===== src/rtl/ltl_report_pkg.sv =====
// Shared types and default sizes for the LTL report collector.
// Event layout is {reports, index}, reports in the upper bits.
package ltl_report_pkg;

    localparam int LTL_REPORT_NUM_REPORTS = 4;
    localparam int LTL_REPORT_TS_WIDTH    = 32;
    localparam int LTL_REPORT_FIFO_DEPTH  = 8;
    localparam int LTL_REPORT_DROP_WIDTH  = 16;

    typedef struct packed {
        logic [LTL_REPORT_NUM_REPORTS-1:0] reports;
        logic [LTL_REPORT_TS_WIDTH-1:0]    index;
    } report_event_t;

endpackage


===== src/rtl/ltl_report_fifo.sv =====
// Generic synchronous first-word-fall-through FIFO.
// Pointers carry one extra wrap bit so full and empty are distinguishable.
module ltl_report_fifo #(
    parameter int DEPTH = 8,
    parameter int WIDTH = 36,
    localparam int AW   = $clog2(DEPTH)
) (
    input  logic             clk,
    input  logic             reset,
    input  logic             push_i,
    input  logic [WIDTH-1:0] wdata_i,
    input  logic             pop_i,
    output logic             full_o,
    output logic             empty_o,
    output logic [WIDTH-1:0] rdata_o,
    output logic [AW:0]      count_o
);

    logic [WIDTH-1:0] mem_q [DEPTH];
    logic [AW:0]      wr_q, wr_d;
    logic [AW:0]      rd_q, rd_d;
    logic             do_push, do_pop;

    assign empty_o = (wr_q == rd_q);
    assign full_o  = (wr_q[AW] != rd_q[AW]) &&
                     (wr_q[AW-1:0] == rd_q[AW-1:0]);
    assign count_o = wr_q - rd_q;
    assign rdata_o = mem_q[rd_q[AW-1:0]];

    // A full FIFO still takes a push when the head leaves in the same cycle.
    assign do_pop  = pop_i && !empty_o;
    assign do_push = push_i && (!full_o || do_pop);

    always_comb begin
        wr_d = wr_q;
        rd_d = rd_q;
        if (do_push) wr_d = wr_q + 1'b1;
        if (do_pop)  rd_d = rd_q + 1'b1;
    end

    always_ff @(posedge clk) begin
        if (reset) begin
            wr_q <= '0;
            rd_q <= '0;
        end else begin
            wr_q <= wr_d;
            rd_q <= rd_d;
        end
    end

    always_ff @(posedge clk) begin
        if (do_push) mem_q[wr_q[AW-1:0]] <= wdata_i;
    end

endmodule


===== src/rtl/ltl_report_collector.sv =====
// Tags non-zero automaton report vectors with their symbol index and
// buffers them for the cluster aggregator; overflow is counted, not lost.
module ltl_report_collector
    import ltl_report_pkg::*;
#(
    parameter int NUM_REPORTS = LTL_REPORT_NUM_REPORTS,
    parameter int TS_WIDTH    = LTL_REPORT_TS_WIDTH,
    parameter int FIFO_DEPTH  = LTL_REPORT_FIFO_DEPTH,
    parameter int DROP_WIDTH  = LTL_REPORT_DROP_WIDTH
) (
    input  logic                   clk,
    input  logic                   reset,
    input  logic                   run,
    input  logic [NUM_REPORTS-1:0] reports,
    input  logic                   clear_overflow,
    output logic                   out_valid,
    input  logic                   out_ready,
    output logic [NUM_REPORTS-1:0] out_reports,
    output logic [TS_WIDTH-1:0]    out_index,
    output logic                   overflow,
    output logic [DROP_WIDTH-1:0]  drop_count
);

    localparam int EW = NUM_REPORTS + TS_WIDTH;
    localparam int AW = $clog2(FIFO_DEPTH);

    logic [TS_WIDTH-1:0]   sym_idx_q;
    logic [TS_WIDTH-1:0]   idx_q;
    logic                  run_q;
    logic                  overflow_q, overflow_d;
    logic [DROP_WIDTH-1:0] drop_q, drop_d;

    logic          ev, push, pop, drop;
    logic          fifo_full, fifo_empty;
    logic [EW-1:0] head;
    logic [AW:0]   unused_count;

    // Reports lag their symbol by one cycle, so qualify with the delayed run.
    assign ev   = run_q && (reports != '0);
    assign pop  = out_valid && out_ready;
    assign push = ev && (!fifo_full || pop);
    assign drop = ev && !push;

    ltl_report_fifo #(
        .DEPTH (FIFO_DEPTH),
        .WIDTH (EW)
    ) u_fifo (
        .clk     (clk),
        .reset   (reset),
        .push_i  (push),
        .wdata_i ({reports, idx_q}),
        .pop_i   (pop),
        .full_o  (fifo_full),
        .empty_o (fifo_empty),
        .rdata_o (head),
        .count_o (unused_count)
    );

    assign out_valid   = !fifo_empty;
    assign out_reports = out_valid ? head[EW-1 -: NUM_REPORTS] : '0;
    assign out_index   = out_valid ? head[TS_WIDTH-1:0] : '0;
    assign overflow    = overflow_q;
    assign drop_count  = drop_q;

    // A drop in the clearing cycle survives the clear as the first drop.
    always_comb begin
        overflow_d = overflow_q;
        drop_d     = drop_q;
        if (clear_overflow) begin
            overflow_d = 1'b0;
            drop_d     = '0;
        end
        if (drop) begin
            overflow_d = 1'b1;
            if (drop_d != '1) drop_d = drop_d + 1'b1;
        end
    end

    always_ff @(posedge clk) begin
        if (reset) begin
            sym_idx_q  <= '0;
            idx_q      <= '0;
            run_q      <= 1'b0;
            overflow_q <= 1'b0;
            drop_q     <= '0;
        end else begin
            run_q      <= run;
            idx_q      <= sym_idx_q;
            overflow_q <= overflow_d;
            drop_q     <= drop_d;
            if (run) sym_idx_q <= sym_idx_q + 1'b1;
        end
    end

endmodule


===== config.mk =====
export PLATFORM = sky130hd
export DESIGN_NAME = ltl_report_collector
export DESIGN_NICKNAME = d
export VERILOG_FILES = /design/src/rtl/ltl_report_pkg.sv /design/src/rtl/ltl_report_fifo.sv /design/src/rtl/ltl_report_collector.sv
export SDC_FILE = /design/constraint.sdc
export NUM_CORES = 1
export LEC_CHECK = 0
export ABC_CLOCK_PERIOD_IN_PS = 10150
export CAP_MARGIN = 20
export CORE_UTILIZATION = 45
export DETAILED_ROUTE_END_ITERATION = 10
export PLACE_DENSITY = 0.7
export SYNTH_ARGS = -nofsm -noshare
export SYNTH_HDL_FRONTEND = slang
export SYNTH_HIERARCHICAL = 1
export SYNTH_SLANG_ARGS = --single-unit

===== constraint.sdc =====
create_clock -name clk -period 10.15 [get_ports clk]
set_input_delay 1.015 -clock clk [delete_from_list [all_inputs] [get_ports clk]]
set_output_delay 1.015 -clock clk [all_outputs]
set_load 0.05 [all_outputs]

Word level (Yosys, flattened, before mapping)
Memory sizes are Yosys's and may differ from the RTL's. A register that Yosys moved wholly into a read port is not among the register bits.
Index checks and enable logic that the tools add are counted.

storage, ports and cells
  register bits = 90
  latch bits = 0
  memory bits (writable) = 288
  memory bits (read-only) = 0
  output and inout bits = 54
  memories kept = 1

memories
  memory        words  bits a word  read ports  clocked after memory_dff  write ports  line                   source
  u_fifo.mem_q  8      36           1           1                         1            ltl_report_fifo.sv:19  logic [WIDTH-1:0] mem_q [DEPTH];

cells by class
  $add $sub $neg = 4
  $mul = 0
  div/mod/pow operators = 0
  $lt $le $gt $ge = 0
  eq/ne operators = 4
  shift-type cells = 0
  mux-type cells = 11
  bitwise gates (word level) = 0
  reductions and logical operators = 14

operator list
  kind                     count
  $mux W16                 3
  $add A32 B1 Y32 const B  1
  $mux W32                 1
  $add A16 B1 Y16 const B  1
  $ne A16 B16 Y1 const B   1
  $add A4 B1 Y4 const B    2
  $logic_and A1 B1 Y1      7
  $mux W3                  2
  $eq A4 B4 Y1             1
  $mux W1                  4
  $mux W4                  1
  $reduce_bool A4 Y1       1
  $eq A3 B3 Y1             1
  $logic_not A1 Y1         3
  $logic_or A1 B1 Y1       2
  $reduce_bool A2 Y1       1
  $ne A1 B1 Y1             1

Logic depth before layout (Yosys ltp)
  depth after elaboration = 8
  gate-level depth with buffers = 10
  depth with buffers taken out = 10

Hierarchy
The synthesis kept the hierarchy.

modules (own cells, without submodules)
  module                times used  cells each  area an instance (um^2)  sequential area each (um^2)
  ltl_report_fifo       1           490         11710.0                  8868.5
  ltl_report_collector  1           418         3746.1                   1641.6

Worst setup path before layout
Ideal clock, no wire load.

  path kind = reg2reg
  from = reg u_fifo.wr_q[0]
  to = mem u_fifo.mem_q[4][0] (enable)
  setup time = 0.519 ns
  arrival time = 5.576 ns
  required time = 9.631 ns
  setup slack = 4.055 ns
  stages on the path, launching flop included = 9
  period minus slack after synthesis = 6.095 ns
  cell sequence = dfxtp_1 > inv_1 > ha_1 > nand3_1 > nor2_1 > nand2b_1 > a21boi_0 > nand2_1 > nor4_1

on the way
  word-level cells in the longest chain between the ends = 8
  elaborated cells between the ends (all ways) = 13

ends and longest elaborated chain
  item                           line                        source
  start: declaration             ltl_report_fifo.sv:20       logic [AW:0] wr_q, wr_d;
  start signal: assignment       ltl_report_fifo.sv:46       wr_q <= wr_d;
  $eq A4 B4 Y1                   ltl_report_fifo.sv:24       assign empty_o = (wr_q == rd_q);
  net fifo_empty                 ltl_report_collector.sv:34  logic fifo_full, fifo_empty;
  $logic_not A1 Y1               ltl_report_collector.sv:59  assign out_valid = !fifo_empty;
  $logic_and A1 B1 Y1            ltl_report_collector.sv:40  assign pop = out_valid && out_ready;
  $logic_or A1 B1 Y1             ltl_report_collector.sv:41  assign push = ev && (!fifo_full || pop);
  $logic_and A1 B1 Y1            ltl_report_collector.sv:41
  net push                       ltl_report_collector.sv:33  logic ev, push, pop, drop;
  $logic_and A1 B1 Y1            ltl_report_fifo.sv:32       assign do_push = push_i && (!full_o || do_pop);
  $mux W1                        ltl_report_fifo.sv:52       if (do_push) mem_q[wr_q[AW-1:0]] <= wdata_i;
  $mux W1 (not written as such)  ltl_report_fifo.sv:52
  end: declaration               ltl_report_fifo.sv:19

The timed path passes the listed nets, and every way through them passes these cells.

==> results.txt <==
----------------------------------------------------
[Route]
  Drt initial violations ... 572
  Routed via count divided by cell count ... 5.481
  Post-DRT Antenna Nets ... 0
  Total DRC errors in the routed layout ... 0
  Detailed-routing iteration count for the pre-antenna-repair pass ... 5
  Total number of vias ... 7,991
  Routed wire per std cell ... about 19 um
  Wire length after detailed routing ... 28,430 um

[Timing]
  Final Max Tran Viols ... 0
  Period minus WS final ... around 4.7 ns
  Sum Neg Setup Slack ... 0 ns
  Number of endpoints with negative hold slack in the final report ... 0
  Unrepaired setup endpoints after global routing ... no
  Relative slew slack ... 31.59%
  Setup-failing EPs final ... 0
  Post-route fraction of the period consumed by the critical path ... a little under half
  Fmax ... 0.2109 GHz
  Worst Tran Pin Value ... 1.026 ns
  Worst clock skew on the final layout ... 0.01357 ns

[CTS]
  Post-CTS setup buffer count ... 0
  TritonCTS sink count ... 381
  TritonCTS clock tree ... yes
  Clock transition at the registers of the reported paths ... 0.05 ns
  Maximum root-to-sink buffer count ... 3
  Library cell used as clock root buffer ... sky130_fd_sc_hd__clkbuf_16
  Total clock buffers created by CTS ... 39
  Clock latency of the later-clocked register in the worst-skew pair ... approximately 0.54 ns
  H-tree depth ... 2
  Hold bufs inserted after CTS ... 0
  CTS resizes ... 0

[Critical path]
  Peak fanout along the critical path ... 41
  Crit path largest cell delay ... 0.71 ns
  Setup crit end kind ... output port
  Arrival @ worst endpoint ... 3.73 ns
  Critical path class ... flip-flop to output port
  Series of cell instances along the critical path ... buf_4 > mux4_1 > mux2_2 > nor2b_1 > clkdlybuf4s50_1
  Worst flop-to-flop path startpoint ... u_fifo/wr_q[1]
  CP required ... 9.14 ns
  Standard cell with the maximum stage delay on the critical path ... sky130_fd_sc_hd__dfxtp_4
  Type of origin of the critical path ... flip-flop
  Buffers plus inverters on the worst setup path ... 2
  Delay-heaviest family, CP ... buffers and inverters

[Worst hold path]
  Path category of the worst min-delay check ... flip-flop to flip-flop
  Launch instance of the worst min-delay path ... overflow

[Placement]
  Final weighted congestion of routability-driven global placement ... between 0.8 and 0.9
  Count of buffers inserted at the top-level ports ... 62
  Placed insts ... 1,385
  Half-perimeter wire length after placement ... between 15,000 and 20,000 um

[Final layout]
  Antenna Diode Count ... 0
  Fin nets ... 995
  Fill cell total of the finished layout ... roughly 2,700
  Ratio of cells with drive above 1 in the final layout ... 15.64%
  Layout Area Growth over Synthesis ... 15.60%
  Final core utilization ... between 50% and 60%
  Post-Layout Cell Count ... 1,458

[GRT]
  Global route overflow ... 0
  Number of antenna violations at the first check in global routing ... 0
  GRT Total Usage ... between 10% and 20%
  Number of global-route vias before repair ... 7,975
  Wire length of the first global-routing pass ... roughly 45,000 um
  Maximum number of pins on one net before global-route repair ... 93

[Floorplan]
  Die Y ... 186.9 um
  Die Footprint ... between 0.03 and 0.04 sq mm
  Die width ... approximately 190 um
  Core region area ... around 0.034 sq mm
  Top-level I/O count ... 63
  Initial standard-cell utilization of the core ... 45.78%
  Placement Rows ... between 60 and 70

[Power and ir drop]
  Static Leak ... 5.795 nW
  Largest vdd supply drop ... between 0.0001 and 0.00015 V
  Total power per unit cell area ... roughly 180 mW/mm^2

[Yosys]
  Post-Syn Area per Cell ... 17.12 sq um
  Yosys Warn Count ... 6
  Number of instances in the synthesized netlist ... 899
  Cell area after synthesis ... 0.01539 sq mm
  Post-Synthesis Net Count ... 915

[Status]
  Run status ... finished clean

[Flow run]
  Number of maximum-capacitance constraint violations ... 0

----------------------------------------------------
## metrics by stage
stage                     hold WS (ns)  setup slack, ns  total power, mW  instance area (sq um)
after floorplan                 0.4560            4.077            1.859                  15390
after global placement          0.4499            5.645            1.919                  16540
after detailed placement        0.4507            5.564            1.922                  16540
after CTS                       0.4614            5.265            3.287                  17770
after global routing            0.4807            5.233            3.358                  17790
final                           0.4661            5.408            3.257                  17790
## worst paths after layout
path | to | slack, ns | depth (start not counted)
min reg2reg | overflow | 0.47 | 2
min | overflow | 0.47 | 2
max | out_index[0] | 5.41 | 5
max reg2reg | u_fifo/mem_q[7][16] | 5.78 | 9
## layout make-up
| type | count | area, sq um | share of cell area (%) |
|---|---|---|---|
| Tap cell | 448 | 560.5 | 3.150 |
| Sequential cell | 381 | 10520 | 59.11 |
| Multi-Input combinational cell | 465 | 4668 | 26.24 |
| Timing Repair Buffer | 81 | 770.7 | 4.332 |
| Clock inverter | 13 | 133.9 | 0.7525 |
| Clock buffer | 59 | 1101 | 6.188 |
| Inverter | 11 | 41.29 | 0.2321 |
## tightest hold or removal path, cell delays in order (launching register included)
cell	delay, ns
sky130_fd_sc_hd__dfxtp_1	0.31
sky130_fd_sc_hd__nand2_1	0.05
sky130_fd_sc_hd__a21oi_1	0.05
## flip-flops by register name, summed over array words and instances, names as in the netlist, named ones only
signal and count:
u_fifo/wr_q 4, drop_count 16, u_fifo/mem_q 288, overflow 1, run_q 1, u_fifo/rd_q 4, idx_q 32, sym_idx_q 32
## layer usage
metal  track usage (%)  wire [um]  vias up
li1                  -          -     3730
met1             21.71      12300     4041
met5                 0          0        -
met3             2.477       1235       38
met4             4.603        467        0
met2             28.53      14420      182
## layout by cell type, fill, tap and decap left out, types with 5 or more instances in the layout
master and instances:
sky130_fd_sc_hd__and3_1 8, sky130_fd_sc_hd__clkbuf_8 5, sky130_fd_sc_hd__and2_1 5, sky130_fd_sc_hd__clkbuf_16 39, sky130_fd_sc_hd__ha_1 7, sky130_fd_sc_hd__inv_1 10, sky130_fd_sc_hd__mux4_2 11, sky130_fd_sc_hd__dfxtp_1 90
sky130_fd_sc_hd__o21ai_0 9, sky130_fd_sc_hd__nor4_1 7, sky130_fd_sc_hd__xor2_1 8, sky130_fd_sc_hd__nor3_2 5, sky130_fd_sc_hd__nor2_1 36, sky130_fd_sc_hd__mux2_2 47, sky130_fd_sc_hd__nand3_1 28, sky130_fd_sc_hd__nand2_1 29
sky130_fd_sc_hd__or3_1 14, sky130_fd_sc_hd__clkbuf_1 15, sky130_fd_sc_hd__nand4_1 10, sky130_fd_sc_hd__clkdlybuf4s50_1 61, sky130_fd_sc_hd__buf_4 18, sky130_fd_sc_hd__a21oi_1 16, sky130_fd_sc_hd__edfxtp_1 288, sky130_fd_sc_hd__and4_1 9
sky130_fd_sc_hd__a21o_1 7, sky130_fd_sc_hd__mux4_1 61, sky130_fd_sc_hd__mux2i_1 16, sky130_fd_sc_hd__or4_1 5, sky130_fd_sc_hd__xnor2_1 7, sky130_fd_sc_hd__nor3_1 9, sky130_fd_sc_hd__nor2b_1 70
## power by group
group          leakage, nW  internal, mW  switching [mW]  total, mW
Combinational         1.72        0.0778           0.127      0.204
Clock                0.602         0.788           0.580       1.37
Sequential            3.48          1.68         0.00867       1.68
Total                 5.79          2.54           0.716       3.26
No activity file was read; power rests on OpenSTA's default activity.
